===== src/rtl/ram_arb_pkg.sv =====
// Shared types and default widths for the RAM arbiter and the control unit.
package ram_arb_pkg;

    localparam int AW_DEF   = 16;
    localparam int DW_DEF   = 16;
    localparam int LENW_DEF = 8;

    typedef enum logic [1:0] {
        IDLE,
        BURST,
        DRAIN
    } state_t;

    typedef enum logic [1:0] {
        TAG_NONE,
        TAG_CPU,
        TAG_VID
    } tag_t;

endpackage


===== src/rtl/vid_burst_ctr.sv =====
// Burst address pointer and remaining-word counter for the video fetcher.
module vid_burst_ctr #(
    parameter int AW   = 16,
    parameter int LENW = 8
) (
    input  logic            clk,
    input  logic            srst,
    input  logic            load,
    input  logic [AW-1:0]   base,
    input  logic [LENW-1:0] len,
    input  logic            step,
    output logic [AW-1:0]   addr_ptr,
    output logic            last
);

    logic [AW-1:0]   addr_q, addr_d;
    logic [LENW-1:0] rem_q, rem_d;

    always_comb begin
        addr_d = addr_q;
        rem_d  = rem_q;
        if (load) begin
            addr_d = base;
            rem_d  = len;
        end else if (step) begin
            // Natural wrap at 2^AW is intended.
            addr_d = addr_q + AW'(1);
            rem_d  = rem_q - LENW'(1);
        end
    end

    always_ff @(posedge clk) begin
        if (srst) begin
            addr_q <= '0;
            rem_q  <= '0;
        end else begin
            addr_q <= addr_d;
            rem_q  <= rem_d;
        end
    end

    assign addr_ptr = addr_q;
    assign last     = (rem_q == LENW'(1));

endmodule


===== src/rtl/ram_arbiter.sv =====
// Single-port RAM arbiter: CPU load/store path has priority, video burst
// fetcher gets a slot after MAX_STREAK consecutive CPU grants.
module ram_arbiter
    import ram_arb_pkg::*;
#(
    parameter int AW         = AW_DEF,
    parameter int DW         = DW_DEF,
    parameter int LENW       = LENW_DEF,
    parameter int MAX_STREAK = 4
) (
    input  logic            CLK,
    input  logic            RST,
    input  logic            cpu_req,
    input  logic            cpu_we,
    input  logic [AW-1:0]   cpu_addr,
    input  logic [DW-1:0]   cpu_wdata,
    output logic            cpu_stall,
    output logic [DW-1:0]   cpu_rdata,
    output logic            cpu_rvalid,
    input  logic            vid_start,
    input  logic [AW-1:0]   vid_base,
    input  logic [LENW-1:0] vid_len,
    output logic            vid_busy,
    output logic [DW-1:0]   vid_data,
    output logic            vid_valid,
    output logic            vid_done,
    output logic [AW-1:0]   ram_addr,
    output logic            ram_we,
    output logic [DW-1:0]   ram_wdata,
    input  logic [DW-1:0]   ram_rdata
);

    localparam int SW = $clog2(MAX_STREAK + 1);

    state_t          state_q, state_d;
    tag_t            tag_q, tag_d;
    logic [SW-1:0]   streak_q, streak_d;
    logic            done_q, done_d;
    logic [AW-1:0]   addr_hold_q, addr_hold_d;
    logic [DW-1:0]   wdata_hold_q, wdata_hold_d;

    logic            cpu_grant, vid_grant, burst_load, burst_last;
    logic [AW-1:0]   addr_ptr;

    assign cpu_grant  = cpu_req & ~((state_q == BURST) & (streak_q == SW'(MAX_STREAK)));
    assign vid_grant  = (state_q == BURST) & ~cpu_grant;
    assign burst_load = (state_q == IDLE) & vid_start;

    vid_burst_ctr #(
        .AW   (AW),
        .LENW (LENW)
    ) u_ctr (
        .clk      (CLK),
        .srst     (RST),
        .load     (burst_load),
        .base     (vid_base),
        .len      (vid_len),
        .step     (vid_grant),
        .addr_ptr (addr_ptr),
        .last     (burst_last)
    );

    always_comb begin
        state_d = state_q;
        done_d  = 1'b0;
        case (state_q)
            IDLE: begin
                if (vid_start) begin
                    state_d = (vid_len == '0) ? DRAIN : BURST;
                end
            end
            BURST: begin
                if (vid_grant && burst_last) begin
                    state_d = DRAIN;
                end
            end
            DRAIN: begin
                state_d = IDLE;
                done_d  = 1'b1;
            end
            default: state_d = IDLE;
        endcase
    end

    always_comb begin
        streak_d = streak_q;
        if (burst_load || vid_grant) begin
            streak_d = '0;
        end else if (cpu_grant && (state_q == BURST)) begin
            streak_d = streak_q + SW'(1);
        end
    end

    always_comb begin
        tag_d = TAG_NONE;
        if (cpu_grant && !cpu_we) begin
            tag_d = TAG_CPU;
        end else if (vid_grant) begin
            tag_d = TAG_VID;
        end
    end

    // Idle cycles keep the pins steady to avoid needless RAM toggling.
    always_comb begin
        ram_addr  = addr_hold_q;
        ram_wdata = wdata_hold_q;
        ram_we    = 1'b0;
        if (cpu_grant) begin
            ram_addr  = cpu_addr;
            ram_wdata = cpu_wdata;
            ram_we    = cpu_we;
        end else if (vid_grant) begin
            ram_addr  = addr_ptr;
        end
        addr_hold_d  = ram_addr;
        wdata_hold_d = ram_wdata;
    end

    always_ff @(posedge CLK) begin
        if (RST) begin
            state_q      <= IDLE;
            tag_q        <= TAG_NONE;
            streak_q     <= '0;
            done_q       <= 1'b0;
            addr_hold_q  <= '0;
            wdata_hold_q <= '0;
        end else begin
            state_q      <= state_d;
            tag_q        <= tag_d;
            streak_q     <= streak_d;
            done_q       <= done_d;
            addr_hold_q  <= addr_hold_d;
            wdata_hold_q <= wdata_hold_d;
        end
    end

    assign cpu_stall  = cpu_req & ~cpu_grant;
    assign cpu_rvalid = (tag_q == TAG_CPU);
    assign cpu_rdata  = ram_rdata;
    assign vid_valid  = (tag_q == TAG_VID);
    assign vid_data   = ram_rdata;
    assign vid_done   = done_q;
    assign vid_busy   = (state_q != IDLE);

endmodule


===== config.mk =====
export PLATFORM = sky130hd
export DESIGN_NAME = ram_arbiter
export DESIGN_NICKNAME = d
export VERILOG_FILES = /design/src/rtl/ram_arb_pkg.sv /design/src/rtl/vid_burst_ctr.sv /design/src/rtl/ram_arbiter.sv
export SDC_FILE = /design/constraint.sdc
export NUM_CORES = 1
export LEC_CHECK = 0
export CORE_ASPECT_RATIO = 1.25
export CORE_MARGIN = 5
export CORE_UTILIZATION = 60
export CTS_BUF_LIST = sky130_fd_sc_hd__clkbuf_8
export DETAILED_ROUTE_END_ITERATION = 7
export DONT_BUFFER_PORTS = 1
export GPL_ROUTABILITY_DRIVEN = 0
export HOLD_SLACK_MARGIN = 0.03
export PLACE_DENSITY = 0.74
export SETUP_SLACK_MARGIN = 0.15
export SKIP_CTS_REPAIR_TIMING = 1
export SLEW_MARGIN = 30
export SYNTH_ARGS = -nofsm -noshare
export SYNTH_HDL_FRONTEND = slang
export SYNTH_HIERARCHICAL = 1
export SYNTH_SLANG_ARGS = --single-unit
export TNS_END_PERCENT = 30

===== constraint.sdc =====
create_clock -name CLK -period 2.87 [get_ports CLK]
set_clock_uncertainty 0.05 [all_clocks]
set_input_delay 0.4305 -clock CLK [delete_from_list [all_inputs] [get_ports CLK]]
set_output_delay 0.4305 -clock CLK [all_outputs]
set_load 0.1 [all_outputs]

# Word level (Yosys, flattened, before mapping)
# Index checks and enable logic that the tools add are counted.
[totals]
input_bits = 77
reg_bits = 64
elab_cells = 54
output_inout_bits = 70
[op_classes]
n_bitwise = 7
eq_ne = 8
n_reduce_logical = 12
addsub = 3
mux = 15
[op_table]
columns = ["operator", "count"]
rows = [
  ["$mux 16", 5],
  ["$add 16x1->16 const B", 1],
  ["$mux 8", 2],
  ["$eq 8x1->1 const B", 1],
  ["$logic_not 8->1", 1],
  ["$mux 2", 4],
  ["$sub 8x1->8 const B", 1],
  ["$and 1x1->1", 5],
  ["$eq 2x1->1 const B", 2],
  ["$eq 2x2->1 const B", 2],
  ["$pmux 2 s2", 1],
  ["$reduce_bool 2->1", 2],
  ["$reduce_or 2->1", 2],
  ["$add 3x1->3 const B", 1],
  ["$eq 3x3->1 const B", 1],
  ["$logic_and 1x1->1", 3],
  ["$mux 1", 3],
  ["$logic_not 2->1", 1],
  ["$ne 2x1->1 const B", 1],
  ["$ne 2x2->1 const B", 1],
  ["$not 1->1", 2],
  ["$reduce_and 2->1", 1],
  ["$logic_not 1->1", 1],
  ["$logic_or 1x1->1", 1],
]

# Depth between registers and ports, before layout
# Gate-level depths: netlist of run 1.
[depth]
word_depth = 9
mapped_depth = 12
depth_no_buf = 9

# Modules after synthesis
# The synthesis of run 1 kept the hierarchy.
[by_module_without_submodules]
columns = ["mod", "instances", "seq_area_each_um2", "cells_each", "area_each_um2"]
rows = [
  ["ram_arbiter", 1, 800.8, 266, 2346.0],
  ["vid_burst_ctr", 1, 480.5, 157, 1272.5],
]

# Least setup slack after synthesis of run 1
# No wires, ideal clock.
[synth_timing]
path_kind = "register -> output"
from = "register state_q[1]"
to = "output port cpu_stall"
path_slack_ns = -0.405
arrival_time_ns = 2.794
n_path_buf = 2
stages_incl_launch_ff = 5
t_required_ns = 2.389
cell_sequence = "dfxtp_1 > nand2b_1 > buf_6 > buf_8 > nor3_1"
[synth_between]
elab_chain_cells = 6
[synth_rtl]
columns = ["item", "line", "text"]
rows = [
  ["from (decl)", "ram_arbiter.sv:35", "state_t state_q, state_d;"],
  ["from (signal assigned)", "ram_arbiter.sv:128", "state_q <= state_d;"],
  ["$eq 2x1->1", "ram_arbiter.sv:45", "assign cpu_grant = cpu_req & ~((state_q == BURST) & (streak_q == SW'(MAX_STREAK)));"],
  ["$and 1x1->1", "ram_arbiter.sv:45", ""],
  ["$not 1->1", "ram_arbiter.sv:45", ""],
  ["$and 1x1->1", "ram_arbiter.sv:45", ""],
  ["$not 1->1", "ram_arbiter.sv:137", "assign cpu_stall = cpu_req & ~cpu_grant;"],
  ["$and 1x1->1", "ram_arbiter.sv:137", ""],
  ["to (decl)", "ram_arbiter.sv:17", "output logic cpu_stall,"],
]
# Every way passes these cells.

# Worst setup path in the final report of run 1
[layout_timing]
from = "register streak_q[0]"
to = "output port ram_addr[10]"
[layout_between]
elab_chain_cells = 8
[layout_rtl]
columns = ["item", "line", "text"]
rows = [
  ["from (decl)", "ram_arbiter.sv:37", "logic [SW-1:0] streak_q, streak_d;"],
  ["from (signal assigned)", "ram_arbiter.sv:130", "streak_q <= streak_d;"],
  ["$eq 3x3->1 (*)", "ram_arbiter.sv:45", ""],
  ["$and 1x1->1 (*)", "ram_arbiter.sv:45", ""],
  ["$not 1->1 (*)", "ram_arbiter.sv:45", ""],
  ["$and 1x1->1 (*)", "ram_arbiter.sv:45", ""],
  ["$not 1->1", "ram_arbiter.sv:46", "assign vid_grant = (state_q == BURST) & ~cpu_grant;"],
  ["$and 1x1->1", "ram_arbiter.sv:46", ""],
  ["$mux 16", "ram_arbiter.sv:112", "end else if (vid_grant) begin"],
  ["$mux 16 (*)", "ram_arbiter.sv:108", "if (cpu_grant) begin"],
  ["to (decl)", "ram_arbiter.sv:27", "output logic [AW-1:0] ram_addr,"],
]
# Every way passes the cells marked *; elsewhere a longest branch is shown, timed or not.

==> results of run 1 <==
## area by class of cell
type                    instances  area [um^2]  area share
clock buffers                  11          151      0.0351
clock inverters                 5         47.5      0.0110
multi-input cells             288         1980       0.458
repair buffers                 43          739       0.171
inverters                      10         37.5     0.00870
flip-flops and latches         64         1280       0.297
well taps                      66         82.6      0.0191
## stage by stage
step	setup TNS, ns	cell area [um^2]	utilization	worst slack [ns]	total power (W)
after floorplan	-2.57	3640	-	-0.255	0.00185
after global placement	0	4100	0.705	0.606	0.00187
after detailed placement	0	4100	0.705	0.495	0.00189
after CTS	0	4300	0.740	0.153	0.00267
after global routing	0	4320	0.742	0.171	0.00275
final	0	4320	0.742	0.263	0.00266
## logic make-up (layout without fill, tap and decap cells)
| group | Yosys count | after routing |
|---|---|---|
| buf+inv | 71 | 69 |
| simple gates | 144 | 144 |
| compound gates | 105 | 105 |
| xor+xnor | 17 | 17 |
| flops | 64 | 64 |
| mux | 17 | 17 |
| fa+ha+maj | 5 | 5 |
## power groups by stage
stage	Sequential (W)	Combinational (W)	Clock [W]
6_report	0.00102	0.000856	0.000783
5_1_grt	0.00103	0.000896	0.000828
4_1_cts	0.00102	0.000857	0.000790
3_5_place_dp	0.00104	0.000854	0
3_3_place_gp	0.00103	0.000839	0
2_1_floorplan	0.00102	0.000835	0
## worst register-to-register path: cells and delay by family, from the launching register on
family / cells / cell delay [ns]
adders and majority gates: 1 / 0.26
AOI/OAI and AO/OA: 1 / 0.27
and+or+nand+nor: 5 / 1.13
DFF: 1 / 0.33
buffers and inverters: 2 / 0.30
## worst max path at each step
stage	endpoint	depth (start not counted)	slack (ns)
floorplan	ram_addr[5]	7	-0.26
global placement	u_ctr/rem_q[4]	9	0.61
detailed placement	u_ctr/rem_q[4]	9	0.50
CTS	ram_addr[10]	6	0.15
global route	ram_addr[10]	7	0.17
finish	ram_addr[10]	7	0.26
## cell usage in the layout, fill, tap and decap left out, types with 2 or more instances in the layout
cell type,netlist,routed
mux2i_1,17,17
nor3b_1,4,4
or3_1,3,3
dfxtp_1,64,64
o21ai_1,16,16
nand3_1,21,21
nand2_1,36,36
buf_12,1,33
buf_4,37,9
nor2b_2,0,2
nand4_1,7,7
a211oi_2,14,14
a311oi_1,5,5
clkinv_2,0,2
nor3_1,12,11
o21ai_0,6,6
nor4_1,8,8
xnor2_1,15,15
nor3_2,14,14
xor2_1,2,2
nor2_1,22,22
nor4b_1,2,2
a211oi_1,12,12
inv_1,8,10
clkbuf_8,0,11
a21oi_1,47,31
o22ai_1,2,2
ha_1,5,5
a21oi_2,0,16
## layer usage
metal / routed length [um] / global-route usage
met5: 0 / 0
met4: 169 / 0.0873
met3: 873 / 0.106
met2: 4610 / 0.394
met1: 3560 / 0.271
## flip-flops by register name (all words and copies together), names as in the netlist
| register | count |
|---|---|
| u_ctr/addr_ptr | 16 |
| wdata_hold_q | 16 |
| vid_done | 1 |
| addr_hold_q | 16 |
| tag_q | 2 |
| streak_q | 3 |
| u_ctr/rem_q | 8 |
| state_q | 2 |
==> results.md, run 1 <==
* Core Footprint at 0.00582 mm^2
* Ratio of cells with drive above 1 in the final layout at 0.261
* Main combinational cell family by area after synthesis: simple AND/OR/NAND/NOR gates
* Starting Density at 0.622
* Root cell of the clock tree: clkbuf_8
* Max Freq at 384 MHz
* DR WL/cell at 18.9 um
* Max Cap Viol at 0
* Worst R2R Start: streak_q[0]
* Clock group share of total power at 0.294
* Drt total wl at 9.22 mm
* Primary FF master, synth: dfxtp_1
* Slew Viols, Final at 0
* Largest net degree at the start of global routing at 63
* Crit-path max FO at 33
* Mapped Area at 0.00362 mm^2
* RSZ-0062 raised after global routing: false
* Vias in the first global route at 3027
* Antenna Nets Post-Route at 0
* Area growth syn-to-layout at 19.3%
* First-pass GRT wire length at 14.8 mm
* Xor/xnor cell area share of the yosys netlist at 0.0411
* Pre-antenna DRT Iters at 4
* WP data required at 2.39 ns
* Crit. End Element: primary output
* Die width at 79.5 um
* Adder-Cell Fraction of Synth Area at 0.0173
* Final setup viols at 0
* Top-count cell post-synth: dfxtp_1
* Ys Warns at 6
* Slowest CP cell: dfxtp_1
* Gr ovfl total at 0
* Tot GR Track Use at 0.240
* Net Switching at 0.000962 W
* Power share of the combinational group at 0.322
* Async SR Flop Fraction at 0
* Crit path largest cell delay at 0.33 ns
* Outcome: complete, no violations
* Leak Pwr at 1.69 nW
* # diodes at 0
* CTS clk-pin slew, worst paths at 0.07 ns
* Clk buf depth at 2
* Synth area leaders: dfxtp_1, buf_4, a21oi_1
* Cell Rows at 31
* Setup CP Type: flip-flop to primary output
* Worst r2r path cells at 9
* Synthesized net count at 505
* Critical register-to-register path endpoint: u_ctr/rem_q[4]
* Die area at 0.00769 mm^2
* Simple-gate share of the synthesized area at 0.226
* Hold path cells at 1
* HP Class: input port to flip-flop
* Family with the most delay on the worst path: buffers and inverters
* Register area share after synthesis at 0.354
* Crit path arrival time at 2.13 ns
* Buf+Inv Stages, Crit Path at 3
* Sequential power share at 0.384
* HPWL Detailed at 6.54 mm
* Mux cell area share after synthesis at 0.0470
* Max transition margin at 0.377
* Hold slack at 0.0968 ns
* #FFs+latches synth at 64
* Crit path cell chain: inv_1 -> ha_1 -> and4b_1 -> buf_6 -> nor3_2 -> a21oi_2 -> buf_12
* Final Hold Viols at 0
* Worst Hold End: tag_q[0]
* Ports at 147
* Die height at 96.8 um
* Fin crit period at 2.61 ns
* CP Launch Type: flip-flop
* Flop-to-flop setup slack at 0.43 ns
* Post-synth cell types at 48
* Pwr dens at 616 mW/mm^2
* # fillers at 441
* Post-Synthesis Mean Instance Area at 8.55 um^2
* CTS tree: done
* Port bufs at 0
* Num Clock Sinks at 64
* DRC at 0
* Latest clock arrival within the worst-skew pair at 0.35 ns
* HP Start: cpu_we
* Worst vdd rail ir drop at 0.389 mV
* Number of synthesized flops with an enable pin at 0
* Commonest cells post-synth: dfxtp_1, a21oi_1, buf_4
* Compound-Gate Fraction of Synth Area at 0.191
* Sw Share at 0.362
* Top-area cell type share of the netlist area at 0.354
* Initial antenna violation count at 0
* DR vias at 3001
* Least-Margin Pin Slew at 0.934 ns
* CTS Buf Count at 9
* 1st-iter DRT viols at 129
* Fin cells at 487
* # H-tree levels at 3
* Post-Syn Instances at 423
* Pint at 0.00170 W
* Final period util at 0.908
* NumNets Final at 498
* Post-Place Cells at 471
* Crit. Startpoint: streak_q[0]
* Vias per inst at 6.16
* Leading area contributor after synthesis: dfxtp_1
Power figures use the tool's default switching activity.
==> run 2, diff against run 1 <==
--- a/config.mk
+++ b/config.mk
@@ -13,7 +13,7 @@
 export DONT_BUFFER_PORTS = 1
 export GPL_ROUTABILITY_DRIVEN = 0
 export HOLD_SLACK_MARGIN = 0.03
-export PLACE_DENSITY = 0.74
+export PLACE_DENSITY_LB_ADDON = 0.25
 export SETUP_SLACK_MARGIN = 0.15
 export SKIP_CTS_REPAIR_TIMING = 1
 export SLEW_MARGIN = 30
==> run 2 against run 1 <==
Final cell count up 0.41%. Clock-buffer cell count up 1. Non-clock buffer count up 1. Die area unchanged. Largest cell class unchanged. Largest power group unchanged.
==> results.md, run 2 (synthesized netlist as in run 1, its figures left out) <==
* Num Clock Sinks at 64 (unchanged)
* WP data required at 2.39 ns (about the same)
* RSZ-0062 raised after global routing: true (was false)
* Critical register-to-register path endpoint: u_ctr/rem_q[4] (unchanged)
* # fillers at 424 (was 441)
* CTS clk-pin slew, worst paths at 0.07 ns (about the same)
* Worst slack at placement at 0.501 ns (was 0.495 ns)
* Drt total wl at 8.96 mm (was 9.22 mm)
* Slew Viols, Final at 0 (unchanged)
* CTS Buf Count at 9 (unchanged)
* HPWL Detailed at 6.33 mm (was 6.54 mm)
* Die height at 96.8 um (unchanged)
* Area after DPL at 0.00411 mm^2 (was 0.00410 mm^2)
* NumNets Final at 500 (was 498)
* Final Hold Viols at 0 (unchanged)
* Ports at 147 (unchanged)
* Fin crit period at 2.60 ns (was 2.61 ns)
* Crit. Startpoint: streak_q[0] (unchanged)
* DR vias at 3050 (was 3001)
* Worst vdd rail ir drop at 0.404 mV (was 0.389 mV)
* Die width at 79.5 um (unchanged)
* Vias in the first global route at 2975 (was 3027)
* Crit path largest cell delay at 0.33 ns (about the same)
* CTS tree: done (unchanged)
* Core Footprint at 0.00582 mm^2 (unchanged)
* CP Launch Type: flip-flop (unchanged)
* Setup CP Type: flip-flop to primary output (unchanged)
* Area growth syn-to-layout at 19.6% (was 19.3%)
* Final period util at 0.905 (was 0.908)
* Post-route design area at 0.00433 mm^2 (was 0.00432 mm^2)
* Die area at 0.00769 mm^2 (unchanged)
* Flop-to-flop setup slack at 0.46 ns (was 0.43 ns)
* Commonest non-fill, non-tap cells in the layout: dfxtp_1, nand2_1, buf_12 (unchanged)
* Ratio of cells with drive above 1 in the final layout at 0.270 (was 0.261)
* First-pass GRT wire length at 14.6 mm (was 14.8 mm)
* Latest clock arrival within the worst-skew pair at 0.33 ns (was 0.35 ns)
* Max transition margin at 0.365 (was 0.377)
* Gr ovfl total at 0 (unchanged)
* Outcome: complete, no violations (unchanged)
* DRC at 0 (unchanged)
* # diodes at 0 (unchanged)
* Leak Pwr at 1.65 nW (was 1.69 nW)
* Worst R2R Start: streak_q[0] (unchanged)
* Family with the most delay on the worst path: buffers and inverters (unchanged)
* Most common cell after layout, fill and taps aside: dfxtp_1 (unchanged)
* Port bufs at 0 (unchanged)
* HP Start: RST (was cpu_we)
* Max Freq at 385 MHz (was 384 MHz)
* Finished Core Util at 0.744 (was 0.742)
* Crit. End Element: primary output (unchanged)
* Setup ws final at 0.273 ns (was 0.263 ns)
* Pwr dens at 598 mW/mm^2 (was 616 mW/mm^2)
* Critical Path Stages at 7 (unchanged)
* Root cell of the clock tree: clkbuf_8 (unchanged)
* Buf+Inv Stages, Crit Path at 3 (unchanged)
* Initial antenna violation count at 0 (unchanged)
* Vias per inst at 6.24 (was 6.16)
* Crit path arrival time at 2.12 ns (was 2.13 ns)
* Tot GR Track Use at 0.236 (was 0.240)
* Final setup viols at 0 (unchanged)
* Antenna Nets Post-Route at 0 (unchanged)
* 1st-iter DRT viols at 153 (was 129)
* Pre-antenna DRT Iters at 6 (was 4)
* Least-Margin Pin Slew at 0.950 ns (was 0.934 ns)
* Crit path cell chain: inv_1 -> ha_1 -> and4b_1 -> clkbuf_8 -> nor3_1 -> a21oi_2 -> buf_12 (was inv_1 -> ha_1 -> and4b_1 -> buf_6 -> nor3_2 -> a21oi_2 -> buf_12)
* Slowest CP cell: dfxtp_1 (unchanged)
* DR WL/cell at 18.3 um (was 18.9 um)
* Worst Hold End: u_ctr/addr_ptr[0] (was tag_q[0])
* Largest net degree at the start of global routing at 63 (unchanged)
* Hold path cells at 1 (unchanged)
* Crit-path max FO at 33 (unchanged)
* Starting Density at 0.622 (unchanged)
* Worst r2r path cells at 9 (unchanged)
* Cell Rows at 31 (unchanged)
* Max Cap Viol at 0 (unchanged)
* # H-tree levels at 3 (unchanged)
* HP Class: input port to flip-flop (unchanged)
* Clk buf depth at 2 (unchanged)
[run 2: worst max path at each step]
stage                          end  slack, ns
floorplan              ram_addr[5]      -0.26
global route           ram_addr[2]       0.14
detailed placement  u_ctr/rem_q[4]       0.50
finish                ram_addr[15]       0.27
CTS                   ram_addr[15]       0.18
global placement       ram_addr[5]       0.61
[run 2: area by class of cell]
type,count,area [um^2],share of cell area
Multi-Input combinational cell,289,1990,0.460
Sequential cell,64,1280,0.296
Timing Repair Buffer,44,749,0.173
Clock buffer,12,165,0.0382
Tap cell,66,82.6,0.0191
Inverter,10,37.5,0.00868
Clock inverter,4,18.8,0.00434
[run 2: stage by stage]
step | setup TNS (ns) | instances | power (W) | hold WS, ns
floorplan | -2.57 | 423 | 0.00185 | 0.402
finish | 0 | 489 | 0.00259 | 0.111
global placement | 0 | 472 | 0.00188 | 0.410
detailed placement | 0 | 472 | 0.00189 | 0.425
CTS | 0 | 488 | 0.00260 | 0.0975
global route | 0 | 489 | 0.00270 | 0.0826
[run 2: power breakdown]
| part | total [W] | internal, W | switching [W] |
|---|---|---|---|
| combinational | 0.000856 | 0.000304 | 0.000552 |
| sequential | 0.00102 | 0.000957 | 0.0000632 |
| clock | 0.000711 | 0.000377 | 0.000334 |
| total | 0.00259 | 0.00164 | 0.000949 |
[run 2: per-layer routing]
| metal | routed length [um] | up-vias | part of all wire | track usage |
|---|---|---|---|---|
| li1 | - | 1469 | - | - |
| met3 | 885 | 13 | 0.099 | 0.105 |
| met1 | 3530 | 1440 | 0.39 | 0.286 |
| met4 | 99 | 0 | 0.011 | 0.0635 |
| met5 | 0 | - | 0 | 0 |
| met2 | 4440 | 128 | 0.50 | 0.375 |
